$ cat src/rtl/adc_tdm_pkg.sv
// rtl/adc_tdm_pkg.sv - shared types and sizing helpers for the TDM ADC frame reader
package adc_tdm_pkg;

  typedef enum logic [1:0] {
    ST_IDLE,
    ST_SHIFT,
    ST_PUBLISH
  } state_e;

  localparam int FRAME_CNT_W = 32;

  function automatic int frame_bits(input int ch_per_lane, input int word_bits);
    return ch_per_lane * word_bits;
  endfunction

  function automatic int header_bits(input int word_bits, input int sample_bits);
    return word_bits - sample_bits;
  endfunction

  // A header-less word still reserves one (zero) status bit per channel.
  function automatic int status_bits(input int hdr_bits);
    return (hdr_bits > 0) ? hdr_bits : 1;
  endfunction

  function automatic int cnt_width(input int frm_bits);
    return $clog2(frm_bits + 1);
  endfunction

endpackage

$ cat src/rtl/pin_sync_edge.sv
// rtl/pin_sync_edge.sv - multi-flop pin synchroniser with optional rising-edge output
module pin_sync_edge #(
  parameter int WIDTH       = 1,
  parameter int STAGES      = 2,
  parameter bit EDGE_DETECT = 1'b0
) (
  input  logic             clk,
  input  logic             reset,
  input  logic [WIDTH-1:0] d_i,
  output logic [WIDTH-1:0] sig_o
);

  logic [WIDTH-1:0] stage_q [STAGES];

  always_ff @(posedge clk) begin
    if (reset) begin
      for (int i = 0; i < STAGES; i++) stage_q[i] <= '0;
    end else begin
      stage_q[0] <= d_i;
      for (int i = 1; i < STAGES; i++) stage_q[i] <= stage_q[i-1];
    end
  end

  // With edge detection the output is a one-cycle pulse, otherwise the level.
  if (EDGE_DETECT) begin : g_edge
    logic [WIDTH-1:0] prev_q;
    always_ff @(posedge clk) begin
      if (reset) prev_q <= '0;
      else       prev_q <= stage_q[STAGES-1];
    end
    assign sig_o = stage_q[STAGES-1] & ~prev_q;
  end else begin : g_level
    assign sig_o = stage_q[STAGES-1];
  end

endmodule

$ cat src/rtl/adc_tdm_reader.sv
// rtl/adc_tdm_reader.sv - multi-lane TDM serial ADC frame reader with frame error detection
module adc_tdm_reader
  import adc_tdm_pkg::*;
#(
  parameter int NUM_LANES   = 4,
  parameter int CH_PER_LANE = 2,
  parameter int WORD_BITS   = 32,
  parameter int SAMPLE_BITS = 24,
  parameter int SYNC_STAGES = 2
) (
  input  logic                                          clk,
  input  logic                                          reset,
  input  logic                                          drdy_i,
  input  logic                                          dclk_i,
  input  logic [NUM_LANES-1:0]                          din_i,
  input  logic                                          clear_err_i,
  output logic [NUM_LANES*CH_PER_LANE*SAMPLE_BITS-1:0]  data_o,
  output logic [NUM_LANES*CH_PER_LANE*status_bits(header_bits(WORD_BITS, SAMPLE_BITS))-1:0] status_o,
  output logic                                          valid_o,
  output logic [FRAME_CNT_W-1:0]                        frame_cnt_o,
  output logic                                          err_short_o,
  output logic                                          err_long_o,
  output logic                                          busy_o
);

  localparam int NUM_CH      = NUM_LANES * CH_PER_LANE;
  localparam int FRAME_BITS  = frame_bits(CH_PER_LANE, WORD_BITS);
  localparam int HEADER_BITS = header_bits(WORD_BITS, SAMPLE_BITS);
  localparam int ST_BITS     = status_bits(HEADER_BITS);
  localparam int CNT_W       = cnt_width(FRAME_BITS);
  localparam int DATA_W      = NUM_CH * SAMPLE_BITS;
  localparam int STATUS_W    = NUM_CH * ST_BITS;

  logic [1:0]           ctl_rise;
  logic                 drdy_rise;
  logic                 dclk_rise;
  logic [NUM_LANES-1:0] din_s;

  // din shares the control path's depth so each lane bit lines up with its dclk edge.
  pin_sync_edge #(.WIDTH(2), .STAGES(SYNC_STAGES), .EDGE_DETECT(1'b1)) u_ctl_sync (
    .clk   (clk),
    .reset (reset),
    .d_i   ({drdy_i, dclk_i}),
    .sig_o (ctl_rise)
  );

  pin_sync_edge #(.WIDTH(NUM_LANES), .STAGES(SYNC_STAGES), .EDGE_DETECT(1'b0)) u_din_sync (
    .clk   (clk),
    .reset (reset),
    .d_i   (din_i),
    .sig_o (din_s)
  );

  assign {drdy_rise, dclk_rise} = ctl_rise;

  state_e                 state_q;
  logic [CNT_W-1:0]       bit_cnt_q;
  logic [CNT_W-1:0]       bit_cnt_inc;
  logic [CNT_W-1:0]       bit_cnt_start;
  logic [FRAME_BITS-1:0]  lane_q     [NUM_LANES];
  logic [FRAME_BITS-1:0]  lane_shift [NUM_LANES];
  logic [FRAME_BITS-1:0]  lane_start [NUM_LANES];
  logic [DATA_W-1:0]      data_q, data_d;
  logic [STATUS_W-1:0]    status_q, status_d;
  logic                   valid_q;
  logic [FRAME_CNT_W-1:0] frame_cnt_q;
  logic                   busy_q;
  logic                   published_q;
  logic                   err_short_q, err_short_d;
  logic                   err_long_q, err_long_d;
  logic                   short_set, long_set;

  always_comb begin
    for (int l = 0; l < NUM_LANES; l++) begin
      lane_shift[l] = (lane_q[l] << 1) | FRAME_BITS'(din_s[l]);
      lane_start[l] = dclk_rise ? FRAME_BITS'(din_s[l]) : '0;
    end
    bit_cnt_inc   = bit_cnt_q + CNT_W'(1);
    bit_cnt_start = dclk_rise ? CNT_W'(1) : '0;
  end

  // A coincident drdy edge owns the dclk edge, so it never counts as a trailing bit.
  always_comb begin
    short_set   = (state_q == ST_SHIFT) && drdy_rise;
    long_set    = dclk_rise && !drdy_rise &&
                  (((state_q == ST_IDLE) && published_q) || (state_q == ST_PUBLISH));
    err_short_d = short_set | (err_short_q & ~clear_err_i);
    err_long_d  = long_set  | (err_long_q  & ~clear_err_i);
  end

  for (genvar l = 0; l < NUM_LANES; l++) begin : g_lane
    for (genvar s = 0; s < CH_PER_LANE; s++) begin : g_slot
      localparam int BASE = (CH_PER_LANE - 1 - s) * WORD_BITS;
      localparam int K    = l * CH_PER_LANE + s;
      assign data_d[K*SAMPLE_BITS +: SAMPLE_BITS] = lane_q[l][BASE +: SAMPLE_BITS];
      if (HEADER_BITS > 0) begin : g_hdr
        assign status_d[K*ST_BITS +: ST_BITS] = lane_q[l][BASE+SAMPLE_BITS +: ST_BITS];
      end else begin : g_nohdr
        assign status_d[K*ST_BITS +: ST_BITS] = '0;
      end
    end
  end

  always_ff @(posedge clk) begin
    if (reset) begin
      state_q     <= ST_IDLE;
      bit_cnt_q   <= '0;
      for (int l = 0; l < NUM_LANES; l++) lane_q[l] <= '0;
      data_q      <= '0;
      status_q    <= '0;
      valid_q     <= 1'b0;
      frame_cnt_q <= '0;
      busy_q      <= 1'b0;
      published_q <= 1'b0;
      err_short_q <= 1'b0;
      err_long_q  <= 1'b0;
    end else begin
      err_short_q <= err_short_d;
      err_long_q  <= err_long_d;
      valid_q     <= 1'b0;
      case (state_q)
        ST_IDLE: begin
          if (drdy_rise) begin
            state_q   <= ST_SHIFT;
            busy_q    <= 1'b1;
            bit_cnt_q <= bit_cnt_start;
            lane_q    <= lane_start;
          end
        end
        ST_SHIFT: begin
          if (drdy_rise) begin
            bit_cnt_q <= bit_cnt_start;
            lane_q    <= lane_start;
          end else if (dclk_rise) begin
            lane_q    <= lane_shift;
            bit_cnt_q <= bit_cnt_inc;
            if (bit_cnt_inc == CNT_W'(FRAME_BITS)) begin
              state_q <= ST_PUBLISH;
              busy_q  <= 1'b0;
            end
          end
        end
        ST_PUBLISH: begin
          data_q      <= data_d;
          status_q    <= status_d;
          valid_q     <= 1'b1;
          frame_cnt_q <= frame_cnt_q + 32'd1;
          published_q <= 1'b1;
          bit_cnt_q   <= '0;
          if (drdy_rise) begin
            state_q <= ST_SHIFT;
            busy_q  <= 1'b1;
            for (int l = 0; l < NUM_LANES; l++) lane_q[l] <= '0;
          end else begin
            state_q <= ST_IDLE;
          end
        end
        default: begin
          state_q <= ST_IDLE;
          busy_q  <= 1'b0;
        end
      endcase
    end
  end

  assign data_o      = data_q;
  assign status_o    = status_q;
  assign valid_o     = valid_q;
  assign frame_cnt_o = frame_cnt_q;
  assign err_short_o = err_short_q;
  assign err_long_o  = err_long_q;
  assign busy_o      = busy_q;

endmodule

$ cat config.mk
export PLATFORM = sky130hd
export DESIGN_NAME = adc_tdm_reader
export DESIGN_NICKNAME = d
export VERILOG_FILES = /design/src/rtl/adc_tdm_pkg.sv /design/src/rtl/pin_sync_edge.sv /design/src/rtl/adc_tdm_reader.sv
export SDC_FILE = /design/constraint.sdc
export NUM_CORES = 1
export LEC_CHECK = 0
export CAP_MARGIN = 20
export CORE_MARGIN = 2
export CORE_UTILIZATION = 40
export DETAILED_ROUTE_END_ITERATION = 8
export PLACE_DENSITY = 0.65
export SYNTH_ARGS = -nofsm -noshare
export SYNTH_HDL_FRONTEND = slang
export SYNTH_SLANG_ARGS = --single-unit
$ cat constraint.sdc
create_clock -name clk -period 2.8 [get_ports clk]
set_clock_uncertainty 0.15 [all_clocks]
set_input_delay 0.56 -clock clk [delete_from_list [all_inputs] [get_ports clk]]
set_output_delay 0.56 -clock clk [all_outputs]
set_load 0.05 [all_outputs]
Word level (Yosys, flattened, before mapping)
Memory sizes are Yosys's and may differ from the RTL's.
Index checks and enable logic that the tools add are counted.
{"block": "word_totals", "regBits": 560, "ramBits": 12, "inputBits": 9, "output_inout_bits": 292, "elab_cells": 90, "mem_count": 2}
{"block": "classes", "n_addsub": 2, "eq_ne": 10, "n_mux": 33, "bitwise_logic": 15, "reduce_logical": 13}
{"name": "u_din_sync.stage_q", "depth": 2, "word_bits": 4, "rd": 2, "rd_clocked_by_memory_dff": 0, "write_ports": 2, "line_no": "pin_sync_edge.sv:13", "text": "logic [WIDTH-1:0] stage_q [STAGES];"}
{"name": "u_ctl_sync.stage_q", "depth": 2, "word_bits": 2, "rd": 2, "rd_clocked_by_memory_dff": 0, "write_ports": 2, "line_no": "pin_sync_edge.sv:13"}
{"op": "256-bit 2-to-1 mux", "count": 4}
{"op": "256-bit case mux with 3 select lines", "count": 1}
{"op": "64-bit by 1-bit OR with 64-bit output", "count": 4}
{"op": "32-bit by 1-bit adder with 32-bit output, second input constant", "count": 1}
{"op": "7-bit 2-to-1 mux", "count": 3}
{"op": "7-bit case mux with 3 select lines", "count": 1}
{"op": "1-bit 2-to-1 mux", "count": 14}
{"op": "2-bit 2-to-1 mux", "count": 6}
{"op": "4-bit AND reduction", "count": 3}
{"op": "4-bit 2-to-1 mux", "count": 2}
{"op": "2-bit inequality test, second input constant", "count": 4}
{"op": "7-bit by 1-bit adder with 7-bit output, second input constant", "count": 1}
{"op": "7-bit equality test, second input constant", "count": 1}
{"op": "1-bit OR", "count": 6}
{"op": "2-bit case mux with 3 select lines", "count": 1}
{"op": "1-bit logical AND", "count": 4}
{"op": "2-bit by 1-bit inequality test with 1-bit output, second input constant", "count": 2}
{"op": "3-bit inequality test, second input constant", "count": 1}
{"op": "3-bit AND reduction", "count": 1}
{"op": "3-bit nonzero test", "count": 1}
{"op": "1-bit AND", "count": 2}
{"op": "2-bit AND", "count": 1}
{"op": "2-bit by 1-bit equality test with 1-bit output, second input constant", "count": 1}
{"op": "2-bit equality test, second input constant", "count": 1}
{"op": "other kinds (7)", "count": 7}

Depth between registers and ports, before layout
Gate-level depths: netlist of run 1.
{"block": "logic_depth", "word_depth": 6, "depth_mapped": 9, "depth_no_buf": 7}

Hierarchy
A second synthesis of run 1 with hierarchy kept.
{"block": "hier_totals", "cells_unflattened": 1981, "hier_area_um2": 19886.6}
{"module": "adc_tdm_reader", "n_inst": 1, "cells_each": 1947, "area_per_inst_um2": 19476.2, "seq_area_each_um2": 11170.7}
{"module": "pin_sync_edge at u_din_sync", "n_inst": 1, "cells_each": 20, "area_per_inst_um2": 240.2, "seq_area_each_um2": 160.2}
{"module": "pin_sync_edge at u_ctl_sync", "n_inst": 1, "cells_each": 14, "area_per_inst_um2": 170.2, "seq_area_each_um2": 120.1}

Worst setup path after synthesis of run 1
No wires, ideal clock.
{"block": "synth_path", "kind": "reg2reg", "from": "register frame_cnt_q[0] (netlist: frame_cnt_o[0])", "to": "register frame_cnt_q[25] (netlist: frame_cnt_o[25])", "setup_time_ps": 128, "t_arrival_ps": 1789, "required_time_ps": 2522, "slack_ps": 734, "path_stages_with_launch": 7, "n_path_buf": 1, "synth_period_minus_slack_ps": 2066, "path_cell_list": "dfxtp_1 -> and4_1 -> nand4_1 -> buf_2 -> nor4_1 -> xnor2_1 -> nor2_1"}
{"block": "synth_via", "elab_chain_len": 1}
{"element": "start: declaration", "line_no": "adc_tdm_reader.sv:66", "text": "logic [FRAME_CNT_W-1:0] frame_cnt_q;"}
{"element": "start signal: assignment", "line_no": "adc_tdm_reader.sv:147", "text": "frame_cnt_q <= frame_cnt_q + 32'd1;"}
{"element": "32-bit by 1-bit adder with 32-bit output", "line_no": "adc_tdm_reader.sv:147"}
No other way between the ends.
A chain may end at the register's enable or synchronous reset.

Worst setup path in the final report of run 1
{"block": "layout_path", "from": "register frame_cnt_q[6] (netlist: frame_cnt_o[6])", "to": "output port frame_cnt_o[6]"}
{"element": "end: declaration", "line_no": "adc_tdm_reader.sv:20", "text": "output logic [FRAME_CNT_W-1:0] frame_cnt_o,"}
No word-level cell between the ends.

==> results of run 1 <==
[state kept, by name (all words and copies together), names as in the netlist, 4 cells and up]
name and flops:
data_d 192, data_o 192, lane_q 64, status_o 64
frame_cnt_o 32, u_din_sync.stage_q 8, bit_cnt_q 7, u_ctl_sync.stage_q 4
[per-layer routing]
| metal | vias up | track usage (%) | wire length (um) |
|---|---|---|---|
| met1 | 7662 | 23.7 | 22200 |
| met3 | 63 | 3.44 | 2810 |
| met2 | 381 | 29.5 | 23600 |
| met4 | 2 | 5.26 | 884 |
| met5 | - | 0 | 16 |
| li1 | 8017 | - | - |
[placed cells by master (no fill, tap or decap), types with 3 or more instances in the layout]
master / netlist / layout
a21oi_1: 266 / 266
a22oi_1: 5 / 5
and3_1: 7 / 6
and4_1: 5 / 5
buf_12: 0 / 17
buf_4: 20 / 7
bufinv_16: 0 / 11
clkbuf_1: 105 / 12
clkbuf_16: 0 / 61
clkbuf_8: 0 / 13
clkdlybuf4s50_1: 0 / 299
clkinv_2: 0 / 7
clkinvlp_4: 0 / 4
dfxtp_1: 572 / 572
ha_1: 6 / 5
inv_1: 10 / 10
mux2i_1: 258 / 258
nand2_1: 265 / 265
nand3_1: 265 / 265
nand4_1: 6 / 6
nor2_1: 302 / 302
nor2b_1: 17 / 17
nor3_1: 14 / 14
o21ai_0: 7 / 7
or3_1: 3 / 3
xnor2_1: 22 / 22
xor2_1: 5 / 5
[power breakdown]
group | switching (uW) | internal [uW] | leakage [uW]
combinational | 375 | 87.9 | 0.00276
clock | 3180 | 5330 | 0.00105
sequential | 5.65 | 8150 | 0.00461
[metrics by stage]
| step | total power (uW) | area (um2) |
|---|---|---|
| floorplan | 8670 | 20600 |
| global placement | 8790 | 24100 |
| detailed placement | 8800 | 24100 |
| CTS | 17400 | 26300 |
| global route | 17700 | 26300 |
| finish | 17100 | 26300 |
[logic make-up after synthesis]
group,Yosys count
DFF,572
buffers and inverters,189
AOI/OAI and AO/OA,296
and+or+nand+nor,900
muxes,258
adders and majority gates,6
xor gates and xnor gates,27
[worst min-delay path by stage]
stage                                     endpoint  slack (ns)                           startpoint
3_5_place_dp   u_ctl_sync.stage_q[0][2]$_SDFF_PP0_        0.28  u_ctl_sync.stage_q[0][0]$_SDFF_PP0_
2_1_floorplan  u_ctl_sync.stage_q[0][2]$_SDFF_PP0_        0.26  u_ctl_sync.stage_q[0][0]$_SDFF_PP0_
4_1_cts                   data_o[159]$_SDFFE_PP0P_        0.21                                reset
3_3_place_gp   u_din_sync.stage_q[0][4]$_SDFF_PP0_        0.27  u_din_sync.stage_q[0][0]$_SDFF_PP0_
5_1_grt                   data_o[159]$_SDFFE_PP0P_        0.24                                reset
6_report                  data_o[159]$_SDFFE_PP0P_        0.23                                reset
[layout make-up]
cell class	instances	area, um2
fill	4643	24900
sequential	572	11500
multi-input combinational	1487	8370
timing repair buffer	324	3400
clock buffer	86	1750
tap	680	851
clock inverter	23	404
inverter	10	37.5
antenna	1	2.50
==> impl_metrics.toml, run 1 <==
[synthesis]
avgSynthCellArea_um2 = 9.18
yosysTopAreaCellShare_pct = 55.5
synth-xor-area-share_pct = 1.15
async_reset_ff_share_pct = 0
ys_ff_latch = 572
synthTopCellsByArea = "dfxtp_1 56%, mux2i_1 13%, a21oi_1 6.5%"
yosys.area.top_type = "dfxtp_1"
synth-compound-area-share_pct = 7.51
synth_commonest_cells = "572 x dfxtp_1, 302 x nor2_1, 266 x a21oi_1"
netlist_instances = 2248
yosys_warnings = 0
synth_simple_gate_area_share_pct = 18.9
syn_area_mm2 = 0.0206
ys_types = 46
synth_nets = 2263
synth_top_family_by_area = "simple AND/OR/NAND/NOR gates"
synthMuxAreaShare_pct = 12.5
synth.most_common_cell = "dfxtp_1"
seq_area_frac_synth_pct = 55.5
synthAdderAreaFrac_pct = 0.364
synth_edf_count = 0
yosys_most_used_dff = "dfxtp_1"

[global_route]
grt_first_pass_wirelength_um = 79500
grt_antenna_before_repair = 2
grt.total_usage_pct = 17.9
grt-ovfl-total = 0
grt_pass1_vias = 15024
grt_max_degree = 143

[layout]
post-route-util_pct = 51.3
stdcell_count = 3183
nets = 2468
final_layout_size_suffix_gt1_share_pct = 5.28
syn2layout_area_growth_pct = 27.4

[critical_path]
worstPathRequired_ns = 2.09
worstPathCellList = "clkdlybuf4s50_1"
r2r_end = "data_d[141]$_SDFFE_PP0P_"
cpPeakStageDelay_ns = 0.87
end_kind = "output pin"
crit_family = "buffers and inverters"
crit_type = "reg2out"
start_kind = "flip-flop"
worst-endpoint-arrival_ns = 1.92
path_buf_inv = 1
worstRegToRegCells = 8
crit_cells = 1
cp_slowest_cell = "clkdlybuf4s50_1"
critPathMaxFanout = 7
r2r_start = "state_q[1]$_SDFFE_PP0P_"
cp-startpoint = "frame_cnt_o[6]$_SDFFE_PP0P_"
crit_end = "frame_cnt_o[6]"
reg2reg_slack_ns = 0.32

[route]
vias = 16125
vias_per_cell = 5.07
drc = 0
drtPass1Iterations = 5
wl_um = 49500
ant_nets = 0
drt_iter0_drc = 1203
routedWlPerCell_um = 15.6

[timing]
whs_ns = 0.232
fmax_ghz = 0.380
slew_headroom_pct = 19.5
layout_setup_ws_ns = 0.166
slew_violations = 0
finalSetupTns_ns = 0
rsz0062_at_grt = "no"
fin_crit_ns = 2.63
tightest_slew_ns = 1.21
setup_viol = 0
hold_violations = 0
period_share_pct = 94.1

[cts]
cts_tree = "built"
clockBufferDepth = 3
clock-sinks = 572
root_buffer = "clkbuf_16"
clkLatencyLatePin_ns = 0.60
cts_buffers = 58
clkTransAtPathRegs_ns = 0.07
post_cts_resized = 0
cts_setup_buffers = 0
htreeDepth = 2
cts_hold_buffers = 0

[power_and_ir_drop]
p_leak_uw = 0.00841
ir_drop_mv = 0.406
power.density_mw_per_mm2 = 652

[flow_run]
maxCapViolCount = 0

[floorplanning]
ios = 301
dieArea_mm2 = 0.0534
die_w_um = 231
fp.dieH_um = 231
core_mm2 = 0.0512
start_util_pct = 40.3
rows = 83

[place]
portBuffers = 300
post-place-ws_ns = 0.396
dp_hpwl_um = 29900
gp_congestion = 0.793
dp.cells = 3073

[worst_hold_path]
hold_class = "in2reg"
hold_depth = 2

[outcome]
status = "completed"
(Power assumes the default switching activity.)
==> run 2: changes to the inputs <==
--- a/config.mk
+++ b/config.mk
@@ -6,10 +6,12 @@
 export NUM_CORES = 1
 export LEC_CHECK = 0
 export CAP_MARGIN = 20
+export CORE_ASPECT_RATIO = 0.75
 export CORE_MARGIN = 2
-export CORE_UTILIZATION = 40
+export CORE_UTILIZATION = 53
 export DETAILED_ROUTE_END_ITERATION = 8
-export PLACE_DENSITY = 0.65
+export PLACE_DENSITY = 0.82
 export SYNTH_ARGS = -nofsm -noshare
 export SYNTH_HDL_FRONTEND = slang
+export SYNTH_HIERARCHICAL = 1
 export SYNTH_SLANG_ARGS = --single-unit
==> impl_metrics.toml, run 2 <==
[timing]
tightest_slew_ns = 1.02
whs_ns = 0.215
setup_viol = 0
period_share_pct = 94.3
slew_headroom_pct = 32.0
slew_violations = 0
fmax_ghz = 0.379
fin_crit_ns = 2.64
hold_violations = 0

[critical_path]
end_kind = "flip-flop"
worstPathRequired_ns = 3.09
worst-endpoint-arrival_ns = 2.93
critPathMaxFanout = 85
start_kind = "flip-flop"
crit_type = "reg2reg"

[power_and_ir_drop]
p_leak_uw = 0.00853
share_comb_of_total_power_pct = 5.1
p_int_uw = 12800
p_sw_share_pct = 22.2
sequentialPowerShare_pct = 49.7
power.density_mw_per_mm2 = 653
power_switching_uw = 3650
clkPwrFrac_pct = 45.2
ir_drop_mv = 0.455

[synthesis]
synth_commonest_cells = "572 x dfxtp_1, 557 x nor2_1, 257 x mux2i_1"
synth.most_common_cell = "dfxtp_1"
async_reset_ff_share_pct = 0
synthTopCellsByArea = "dfxtp_1 58%, mux2i_1 13%, nor2_1 11%"
avgSynthCellArea_um2 = 10.0
synth_nets = 1996
ys_ff_latch = 572
ys_types = 39
yosys_warnings = 6
yosys.area.top_type = "dfxtp_1"
syn_area_mm2 = 0.0199
yosysTopAreaCellShare_pct = 57.6
netlist_instances = 1981
synth_edf_count = 0
yosys_most_used_dff = "dfxtp_1"
seq_area_frac_synth_pct = 57.6

[layout]
stdcell_count = 2753
antenna_cells = 0
mostFrequentLayoutCells = "572 x dfxtp_1, 557 x nor2_1, 299 x clkdlybuf4s50_1"
syn2layout_area_growth_pct = 26.6
nets = 2228
final_common_cell = "dfxtp_1"
final_layout_size_suffix_gt1_share_pct = 5.42
post-route-util_pct = 68.0

[floorplanning]
ios = 301
rows = 61
core_mm2 = 0.0370
fp.dieH_um = 172
dieArea_mm2 = 0.0391
die_w_um = 228
start_util_pct = 53.7

[route]
routedWlPerCell_um = 16.9
drtPass1Iterations = 5
drc = 0
drt_iter0_drc = 1274
vias_per_cell = 5.49
vias = 15108
wl_um = 46400
ant_nets = 0

[cts]
clkTransAtPathRegs_ns = 0.07
root_buffer = "clkbuf_16"
clkLatencyLatePin_ns = 0.56
cts_setup_buffers = 0
cts_tree = "built"
cts_buffers = 51
clockBufferDepth = 3
htreeDepth = 2
clock-sinks = 572

[global_route]
grt-ovfl-total = 0
grt.total_usage_pct = 22.8
grt_antenna_before_repair = 1
grt_max_degree = 130
grt_pass1_vias = 14050
grt_first_pass_wirelength_um = 73200

[flow_run]
maxCapViolCount = 0

[place]
dp.cells = 2663
dp_hpwl_um = 29300
portBuffers = 300
gp_congestion = 0.851

[worst_hold_path]
hold_class = "in2reg"

[outcome]
status = "completed"
-- run 2: metrics by stage --
stage	worst slack [ns]	total power [uW]	area, um2	TNS, ns
6_report	0.159	16400	25200	0
5_1_grt	-0.000641	16900	25200	-0.000641
4_1_cts	0.0797	16500	25200	0
3_5_place_dp	0.107	9160	23400	0
3_3_place_gp	0.226	9140	23400	0
2_1_floorplan	0.468	8910	19900	0
-- run 2: cell families after synthesis --
family	after synthesis	synth area share, %
flip-flops	572	57.6
buffers and inverters	167	3.55
AO/OA/AOI/OAI	290	10.8
XOR/XNOR	29	1.28
adder cells (fa/ha/maj)	6	0.377
multiplexers	257	12.9
AND/OR/NAND/NOR	660	13.5
-- run 2: final timing paths --
kind / from / to / slack [ns] / depth (start not counted)
max: state_q[1]$_SDFFE_PP0P_ / data_d[59]$_SDFFE_PP0P_ / 0.16 / 8
max reg2reg: state_q[1]$_SDFFE_PP0P_ / data_d[59]$_SDFFE_PP0P_ / 0.16 / 8
min reg2reg: u_ctl_sync/stage_q[0][0]$_SDFF_PP0_ / u_ctl_sync/stage_q[0][2]$_SDFF_PP0_ / 0.28 / 1
min: reset / data_o[151]$_SDFFE_PP0P_ / 0.22 / 2
-- run 2: power groups by stage --
stage	clock network, uW	registers (uW)	logic (uW)
after floorplan	0	8360	545
after global placement	0	8350	790
after detailed placement	0	8350	806
after CTS	7570	8170	809
after global routing	7870	8160	896
final	7440	8170	832
-- run 2: what timing repair did --
action / CTS / global route
endpoints found under the setup margin: 0 / 81
gates resized for setup: 0 / 1
hold buffers: 0 / 0
-- run 2: worst max-delay path, cell delays in order, from the launching register on --
cell and delay (ns):
dfxtp_1 0.42, inv_1 0.09, ha_1 0.28, nor2b_1 0.19
o31a_1 0.32, or2_4 0.38, buf_12 0.23, a22oi_1 0.29
nor2_1 0.06
-- run 2: cell type report --
type	count	area [um2]
sequential	572	11500
timing repair buffer	333	3490
inverter	12	45.0
multi-input combinational	1243	7760
tap	504	631
clock buffer	69	1450
fill	2632	11800
clock inverter	20	342
-- run 2: per-layer routing --
layer  global-route usage (%)  routed length [um]  up-vias  share of wire [%]
met5                        0                   0        -                  0
met4                     6.54                1100        0                2.4
met3                     4.37                2790       81                6.0
met2                     36.4               21300      429                 46
met1                     31.6               21200     7306                 46
li1                         -                   -     7292                  -
==> run 3: changes to the inputs <==
--- a/config.mk
+++ b/config.mk
@@ -9,6 +9,7 @@
 export CORE_ASPECT_RATIO = 0.75
 export CORE_MARGIN = 2
 export CORE_UTILIZATION = 53
+export CTS_BUF_LIST = sky130_fd_sc_hd__clkbuf_16
 export DETAILED_ROUTE_END_ITERATION = 8
 export PLACE_DENSITY = 0.82
 export SYNTH_ARGS = -nofsm -noshare
==> impl_metrics.toml, run 3 (synthesized netlist as in run 2, its figures left out) <==
[floorplanning]
ios = 301
fp.dieH_um = 172
start_util_pct = 53.7
die_w_um = 228
core_mm2 = 0.0370
dieArea_mm2 = 0.0391
rows = 61

[global_route]
grt-ovfl-total = 0
grt_antenna_before_repair = 1
grt_first_pass_wirelength_um = 73200
grt_max_degree = 130
grt_pass1_vias = 14062
grt.total_usage_pct = 22.8

[timing]
slew_headroom_pct = 35.9
period_share_pct = 93.5
setup_viol = 0
tightest_slew_ns = 0.961
slew_violations = 0
fmax_ghz = 0.382
finalSetupTns_ns = 0
layout_setup_ws_ns = 0.183
fin_crit_ns = 2.62
hold_violations = 0
rsz0062_at_grt = "no"

[worst_hold_path]
hold_class = "in2reg"

[route]
drtPass1Iterations = 8
vias_per_cell = 5.48
drc = 0
routedWlPerCell_um = 16.9
ant_nets = 0
vias = 15098
drt_iter0_drc = 1281
wl_um = 46500

[place]
dp_hpwl_um = 29300
portBuffers = 300
gp_congestion = 0.851
post-place-ws_ns = 0.107

[cts]
clkTransAtPathRegs_ns = 0.06
root_buffer = "clkbuf_16"
cts_tree = "built"
cts_setup_buffers = 0
clock-sinks = 572
clkLatencyLatePin_ns = 0.56
clockBufferDepth = 3
cts_buffers = 51
htreeDepth = 2

[flow_run]
maxCapViolCount = 0

[power_and_ir_drop]
p_leak_uw = 0.00854
total_power_uw = 16200
ir_drop_mv = 0.455
power.density_mw_per_mm2 = 646

[layout]
final_layout_size_suffix_gt1_share_pct = 5.16
mostFrequentLayoutCells = "572 x dfxtp_1, 557 x nor2_1, 299 x clkdlybuf4s50_1"
syn2layout_area_growth_pct = 26.3
final_common_cell = "dfxtp_1"
nFillCells = 2656
nets = 2228
multi_input_area_mm2 = 0.00776
seqCellArea_mm2 = 0.0115

[outcome]
status = "completed"

[critical_path]
critPathMaxFanout = 85
end_kind = "flip-flop"
worst-endpoint-arrival_ns = 2.90
start_kind = "flip-flop"
crit_type = "reg2reg"
worstPathRequired_ns = 3.09
-- run 3: layer usage --
layer | global-route usage [%] | part of all wire [%] | vias up
li1 | - | - | 7298
met1 | 31.6 | 45 | 7286
met2 | 36.3 | 46 | 438
met3 | 4.37 | 6.4 | 76
met4 | 6.51 | 2.3 | 0
met5 | 0 | 0 | -
-- run 3: cell type report --
class	count	share of cell area [%]
Antenna cell	1	0.00997
Multi-Input combinational cell	1243	30.9
Inverter	12	0.179
Clock buffer	53	5.28
Clock inverter	36	1.60
Sequential cell	572	45.6
Timing Repair Buffer	333	13.9
Tap cell	504	2.51
-- run 3: final timing paths --
path	slack, ns	cells after the start	endpoint	start
max	0.18	8	data_d[59]$_SDFFE_PP0P_	state_q[1]$_SDFFE_PP0P_
min reg2reg	0.28	1	u_ctl_sync/stage_q[0][2]$_SDFF_PP0_	u_ctl_sync/stage_q[0][0]$_SDFF_PP0_
max reg2reg	0.18	8	data_d[59]$_SDFFE_PP0P_	state_q[1]$_SDFFE_PP0P_
min	0.22	2	data_o[151]$_SDFFE_PP0P_	reset
-- run 3: report_power, final --
part,switching [uW],total (uW),leakage (uW),internal (uW)
clock network,2980,7230,0.000885,4250
registers,12.3,8170,0.00461,8150
logic,655,832,0.00305,177
-- run 3: per-stage QoR --
stage,util (%),instances,instance area [um2],hold WS [ns]
after global placement,63.1,2663,23400,0.268
after CTS,67.8,2752,25100,0.213
after global routing,67.8,2753,25100,0.220
final,67.8,2754,25100,0.216
after detailed placement,63.1,2663,23400,0.271
after floorplan,-,1981,19900,0.264
-- run 3: worst max-delay path: stages (launching register included) --
cell and delay (ns):
dfxtp_1 0.42, inv_1 0.09, ha_1 0.28, nor2b_1 0.18
o31a_1 0.32, or2_4 0.39, buf_12 0.26, a22oi_1 0.27
nor2_1 0.06
-- run 3: what timing repair did --
item,in CTS,in global routing
endpoints found under the setup margin,0,82
hold buffers,0,0
gates resized for setup,0,1
